===== src/rtl/custom_leds_pwm.sv =====
// Avalon-MM LED controller: per-channel off/on/PWM/blink with a shared
// prescaler, PWM frame counter and blink phase; duty is double-buffered.
module custom_leds_pwm #(
    parameter int NUM_LEDS = 8,
    parameter int PWM_BITS = 8,
    parameter int PRESCALE = 196,
    parameter int ADDR_W   = 5
) (
    input  logic                clk,
    input  logic                reset_n,
    input  logic [ADDR_W-1:0]   avs_address,
    input  logic                avs_write,
    input  logic [31:0]         avs_writedata,
    input  logic                avs_read,
    output logic [31:0]         avs_readdata,
    output logic [NUM_LEDS-1:0] leds
);

    localparam int PRE_W = (PRESCALE > 1) ? $clog2(PRESCALE) : 1;
    localparam logic [ADDR_W-1:0] A_CTRL  = ADDR_W'(0);
    localparam logic [ADDR_W-1:0] A_BLINK = ADDR_W'(1);

    localparam logic [1:0] M_OFF   = 2'd0;
    localparam logic [1:0] M_ON    = 2'd1;
    localparam logic [1:0] M_PWM   = 2'd2;
    localparam logic [1:0] M_BLINK = 2'd3;

    logic                en;
    logic                inv;
    logic [15:0]         blink_hp;
    logic [15:0]         blink_cnt;
    logic                phase;
    logic [PRE_W-1:0]    pre_cnt;
    logic [PWM_BITS-1:0] pwm_cnt;
    logic [PWM_BITS-1:0] shadow_duty [NUM_LEDS];
    logic [PWM_BITS-1:0] active_duty [NUM_LEDS];
    logic [1:0]          mode        [NUM_LEDS];

    logic                tick;
    logic                frame_end;
    logic                blink_on;
    logic                ctrl_wr;
    logic                blink_wr;
    logic [NUM_LEDS-1:0] ch_wr;
    logic [NUM_LEDS-1:0] raw;
    logic [31:0]         rd_next;

    assign tick      = (pre_cnt == PRE_W'(PRESCALE - 1));
    assign frame_end = tick && (pwm_cnt == '1);
    assign blink_on  = (blink_hp == 16'd0) || phase;
    assign ctrl_wr   = avs_write && (avs_address == A_CTRL);
    assign blink_wr  = avs_write && (avs_address == A_BLINK);

    always_comb begin
        ch_wr = '0;
        raw   = '0;
        for (int i = 0; i < NUM_LEDS; i++) begin
            ch_wr[i] = avs_write && (avs_address == ADDR_W'(i + 2));
            unique case (mode[i])
                M_OFF:   raw[i] = 1'b0;
                M_ON:    raw[i] = 1'b1;
                M_PWM:   raw[i] = (pwm_cnt < active_duty[i]);
                M_BLINK: raw[i] = (pwm_cnt < active_duty[i]) && blink_on;
                default: raw[i] = 1'b0;
            endcase
        end
    end

    always_ff @(posedge clk or negedge reset_n) begin
        if (!reset_n) begin
            pre_cnt <= '0;
            pwm_cnt <= '0;
        end else begin
            pre_cnt <= tick ? '0 : pre_cnt + PRE_W'(1);
            if (tick)
                pwm_cnt <= pwm_cnt + PWM_BITS'(1);
        end
    end

    // A BLINK write restarts the half-period count but keeps the phase.
    always_ff @(posedge clk or negedge reset_n) begin
        if (!reset_n) begin
            blink_cnt <= '0;
            phase     <= 1'b0;
        end else if (blink_hp == 16'd0) begin
            blink_cnt <= '0;
        end else if (blink_wr) begin
            blink_cnt <= '0;
        end else if (frame_end) begin
            if (blink_cnt == blink_hp - 16'd1) begin
                blink_cnt <= '0;
                phase     <= ~phase;
            end else begin
                blink_cnt <= blink_cnt + 16'd1;
            end
        end
    end

    always_ff @(posedge clk or negedge reset_n) begin
        if (!reset_n) begin
            en       <= 1'b0;
            inv      <= 1'b0;
            blink_hp <= '0;
        end else begin
            if (ctrl_wr) begin
                en  <= avs_writedata[0];
                inv <= avs_writedata[1];
            end
            if (blink_wr)
                blink_hp <= avs_writedata[15:0];
        end
    end

    // Duty written on the frame_end cycle bypasses the shadow.
    always_ff @(posedge clk or negedge reset_n) begin
        if (!reset_n) begin
            for (int i = 0; i < NUM_LEDS; i++) begin
                shadow_duty[i] <= '0;
                active_duty[i] <= '0;
                mode[i]        <= M_OFF;
            end
        end else begin
            for (int i = 0; i < NUM_LEDS; i++) begin
                if (ch_wr[i]) begin
                    shadow_duty[i] <= avs_writedata[PWM_BITS-1:0];
                    mode[i]        <= avs_writedata[17:16];
                end
                if (frame_end)
                    active_duty[i] <= ch_wr[i] ? avs_writedata[PWM_BITS-1:0]
                                               : shadow_duty[i];
            end
        end
    end

    always_ff @(posedge clk or negedge reset_n) begin
        if (!reset_n)
            leds <= '0;
        else
            leds <= en ? (raw ^ {NUM_LEDS{inv}}) : '0;
    end

    always_comb begin
        rd_next = '0;
        if (avs_address == A_CTRL)
            rd_next[1:0] = {inv, en};
        else if (avs_address == A_BLINK)
            rd_next[15:0] = blink_hp;
        for (int i = 0; i < NUM_LEDS; i++) begin
            if (avs_address == ADDR_W'(i + 2)) begin
                rd_next[PWM_BITS-1:0] = shadow_duty[i];
                rd_next[17:16]        = mode[i];
            end
        end
    end

    always_ff @(posedge clk or negedge reset_n) begin
        if (!reset_n)
            avs_readdata <= '0;
        else if (avs_read)
            avs_readdata <= rd_next;
    end

endmodule


===== config.mk =====
export PLATFORM = sky130hd
export DESIGN_NAME = custom_leds_pwm
export DESIGN_NICKNAME = d
export VERILOG_FILES = /design/src/rtl/custom_leds_pwm.sv
export SDC_FILE = /design/constraint.sdc
export NUM_CORES = 1
export LEC_CHECK = 0
export BUFFER_PORTS_ARGS = -buffer_cell sky130_fd_sc_hd__buf_2
export CAP_MARGIN = 20
export CORE_ASPECT_RATIO = 0.6
export CORE_UTILIZATION = 55
export CTS_BUF_LIST = sky130_fd_sc_hd__clkbuf_16
export DETAILED_ROUTE_END_ITERATION = 8
export PLACE_DENSITY = 0.75
export SETUP_SLACK_MARGIN = 0.4
export SKIP_CTS_REPAIR_TIMING = 1
export SLEW_MARGIN = 20
export SYNTH_ARGS = -nofsm -noshare
export SYNTH_HDL_FRONTEND = slang
export SYNTH_SLANG_ARGS = --single-unit

===== constraint.sdc =====
create_clock -name clk -period 3.8 [get_ports clk]
set_input_delay 0.76 -clock clk [delete_from_list [all_inputs] [get_ports clk]]
set_output_delay 0.76 -clock clk [all_outputs]
set_load 0.1 [all_outputs]

==> metrics.sh <==
YOSYS-TOP-CELLS-AREA='sky130_fd_sc_hd__dfrtp_1 48%, sky130_fd_sc_hd__mux2_2 13%, sky130_fd_sc_hd__ha_1 6.5%, sky130_fd_sc_hd__a21oi_1 2.9%, sky130_fd_sc_hd__inv_1 2.4%'
WORSTSETUPPATHTYPE='flop to flop'
BUFFERS_INVERTERS_ON_CRITICAL_PATH=2
LAYOUT_WORST_PATH_CYCLE_SHARE=0.813
WL_CELL_UM=20.4
GRTUSAGEMET3=0.0509
P_PER_AREA_nW_PER_UM2=451
CTS_MADE_BUFFERS=20
FINALHOLDVIOLATIONS=0
TIMING.CRITICAL_PATH.ARRIVAL_PS=3470
GRT_MAX_DEGREE=102
CRIT_CHAIN='inv_1 -> ha_1 -> nor3b_1 -> buf_4 -> and2_1 -> nand3_1 -> a21o_1 -> a2111oi_0 -> and4_1 -> or4_1 -> a21oi_1'
CTS-ROOT-BUF='sky130_fd_sc_hd__clkbuf_16'
TIMING.FMAX_MHz=324
PLACE.GP.CONGESTION=0.905
FIN_WORST_SKEW_PS=13.3
GRT_USE_MET2=0.388
FLOORPLAN.CORE_AREA_UM2=20300
CTS-HTREE-LEVELS=1
DIE-HEIGHT_UM=115
PORT-BUFFER-COUNT=52
PEAKVDDDROP_V=0.000368
PLACEMENT_ROWS=40
VIAS=8669
NETLIST_INSTANCES=1109
SLEW_HEADROOM=0.448
REPORT.FINAL.SLEW_VIOL_COUNT=0
GRT_PASS1_VIAS=8146
TNS_PS=0
TIMING_WORST_SLEW_PIN_VALUE_PS=829
WORSTSETUPENDPOINTTYPE='flop'
P_LEAK_nW=5.93
GR_OVERFLOW_TOTAL=0
FINAL_LAYOUT_SIZE_SUFFIX_GT1_FRAC=0.204
LEADING_CELL_TYPE_IN_THE_LAYOUT_FILL_AND_TAPS_EXCLUDED='sky130_fd_sc_hd__dfrtp_1'
AVGSYNTHCELLAREA_UM2=10.5
MOSTFREQUENTLAYOUTCELLS='221 x sky130_fd_sc_hd__dfrtp_1, 132 x sky130_fd_sc_hd__mux2_2, 79 x sky130_fd_sc_hd__inv_1, 71 x sky130_fd_sc_hd__nor2_1'
GR-USAGE-MET1=0.442
GLOBAL_ROUTE.USAGE.TOTAL=0.277
TRITONCTS_NUM_SINKS=221
SYNTH_LARGEST_AREA_CELL='sky130_fd_sc_hd__dfrtp_1'
TOTAL_DETAILED_ROUTING_WIRELENGTH_MM=29.2
GRT-BUSIEST-LAYER='met1'
DRT-INITIAL-DRC-COUNT=739
SYNTH.FF_LATCH_COUNT=221
FLOORPLAN.DIE.WIDTH_UM=190
GRT_SETUP_UNREPAIRED='no'
SYNTH_ENABLE_FLOP_CELLS=0
CTS_TREE='done'
FILLCELLCOUNT=1677
LAYOUT_MIN_CYCLE_TIME_PS=3090
HPWL_MM=20.5
NUMBER_OF_ANTENNA_VIOLATIONS_AT_THE_FIRST_CHECK_IN_GLOBAL_ROUTING=1
CRITPATHLAUNCHTYPE='flop'
INSERTION_DELAY_PS=500
WORST_PATH_MAX_DELAY_CELL='sky130_fd_sc_hd__and4_1'
OUTCOME='completed'
TIMING.HOLD.WORST.CLASS='input pin to asynchronous set/reset pin'
AREA_DELTA_SYNTH_FINAL_PCT=9.33
INITIAL_CORE_UTIL=0.571
REQUIRED_TIME_OF_THE_CRITICAL_PATH_PS=4180
SYNTHFLOPTYPE='sky130_fd_sc_hd__dfrtp_1'
NUMBER_OF_DIFFERENT_LIBRARY_CELLS_IN_THE_POST_SYNTHESIS_NETLIST=54
WORST_PATH_DOMINANT_CELL_FAMILY='simple AND/OR/NAND/NOR gates'
SEQUENTIAL_TO_TOTAL_AREA_SHARE_FROM_YOSYS_STAT=0.476
IO-PIN-COUNT=81
FINAL_ANTENNA_NET_COUNT=0
CRITICAL_PATH_PEAK_FANOUT=9
CRIT_PATH_MAX_INCR_DELAY_PS=500
NETLIST.AREA_LEADER.SHARE=0.476
CLOCKBUFFERDEPTH=3
FINALNETCOUNT=1247
POWER_mW=5.72
CLK_PIN_SLEW_WORST_PATHS_PS=70
REPORT.FINAL.SETUP_VIOL=0
YOSYS_WARNINGS=0
VIA_PER_INST=6.05
SYN_AREA_UM2=11600
DRT_FIRST_PASS_ITERS=5
DRT_DRC_VIOLATIONS_LEFT=0
ASYNC_RESET_FF_FRAC=1.00
MAX-CAP-VIOLATIONS=0
FIRST_PASS_GRT_WIRE_LENGTH_MM=46.0
DIE_AREA_UM2=21700
-- path summary, 6_finish.rpt --
path / startpoint / to / slack [ps] / cells after the start
max in group asynchronous: reset_n / shadow_duty[52] / 2570 / 2
setup / recovery: blink_hp[0] / blink_cnt[12] / 710 / 11
min in group clk: pre_cnt[0] / pre_cnt[0] / 480 / 1
setup reg to reg: blink_hp[0] / blink_cnt[12] / 710 / 11
hold / removal: reset_n / avs_readdata[12] / 240 / 1
hold reg to reg: pre_cnt[0] / pre_cnt[0] / 480 / 1
-- where the power goes --
part | internal (mW) | switching (mW) | total, mW
Combinational | 0.392 | 0.654 | 1.05
Sequential | 2.58 | 0.223 | 2.80
Clock | 0.994 | 0.878 | 1.87
-- metrics by stage --
step | cell area (um^2) | cells | hold WS (ps) | setup WS [ps] | util
final | 12700 | 1433 | 237 | 710 | 0.625
after global routing | 12700 | 1431 | 335 | 482 | 0.625
after CTS | 12700 | 1431 | 320 | 616 | 0.624
after detailed placement | 12100 | 1397 | 467 | 654 | 0.595
after global placement | 12100 | 1397 | 464 | 646 | 0.595
after floorplan | 11700 | 1122 | 445 | 999 | -
-- logic make-up (layout without fill, tap and decap cells) --
logic type / Yosys count / count (layout) / share of synthesized area
AND/OR/NAND/NOR: 297 / 297 / 0.130
AO/OA/AOI/OAI: 204 / 204 / 0.108
multiplexers: 144 / 144 / 0.138
flip-flops: 221 / 221 / 0.476
buffers and inverters: 142 / 178 / 0.0528
adder cells (fa/ha/maj): 60 / 60 / 0.0647
other: 1 / 16 / 0.000323
XOR/XNOR: 40 / 40 / 0.0302
-- state kept, by name (all words and copies together), names as in the netlist, 8 cells and up --
signal and flops:
pwm_cnt 8, leds 8, pre_cnt 8, avs_readdata 18, shadow_duty 64, blink_hp 16, mode 16, active_duty 64
blink_cnt 16
-- metal layers --
metal | share of wire | wire length (um)
met5 | 0 | 0
met3 | 0.089 | 2610
met1 | 0.50 | 14500
met2 | 0.40 | 11700
met4 | 0.016 | 456
-- synth_stat cells (all sizes together) (2+ instances only) --
| master | instances |
|---|---|
| or3 | 6 |
| nor4 | 6 |
| or4 | 9 |
| o21ai | 50 |
| nor2b | 6 |
| xor2 | 19 |
| clkbuf | 43 |
| a21oi | 68 |
| a22oi | 7 |
| o22ai | 4 |
| a22o | 4 |
| xnor2 | 21 |
| inv | 74 |
| a31oi | 20 |
| or2 | 3 |
| buf | 25 |
| o2111ai | 3 |
| a221oi | 14 |
| and2 | 21 |
| and4 | 2 |
| a2111oi | 2 |
| a32oi | 4 |
| nand2b | 20 |
| nor3 | 10 |
| nor3b | 3 |
| ha | 60 |
| nand2 | 68 |
| nor2 | 71 |
| nand3b | 4 |
| mux2i | 12 |
| a211o | 2 |
| dfrtp | 221 |
| mux2 | 132 |
| nand3 | 44 |
| a21o | 19 |
| nand4 | 5 |
| and3 | 17 |
-- layout make-up --
class	instances	area (um^2)	share of cell area
Antenna cell	2	5.00	0.000394
Clock buffer	21	526	0.0414
Clock inverter	13	55.1	0.00434
Inverter	74	278	0.0219
Multi-Input combinational cell	759	5530	0.436
Sequential cell	221	5530	0.436
Tap cell	273	342	0.0269
Timing Repair Buffer	70	430	0.0339
Power figures use the tool's default switching activity.
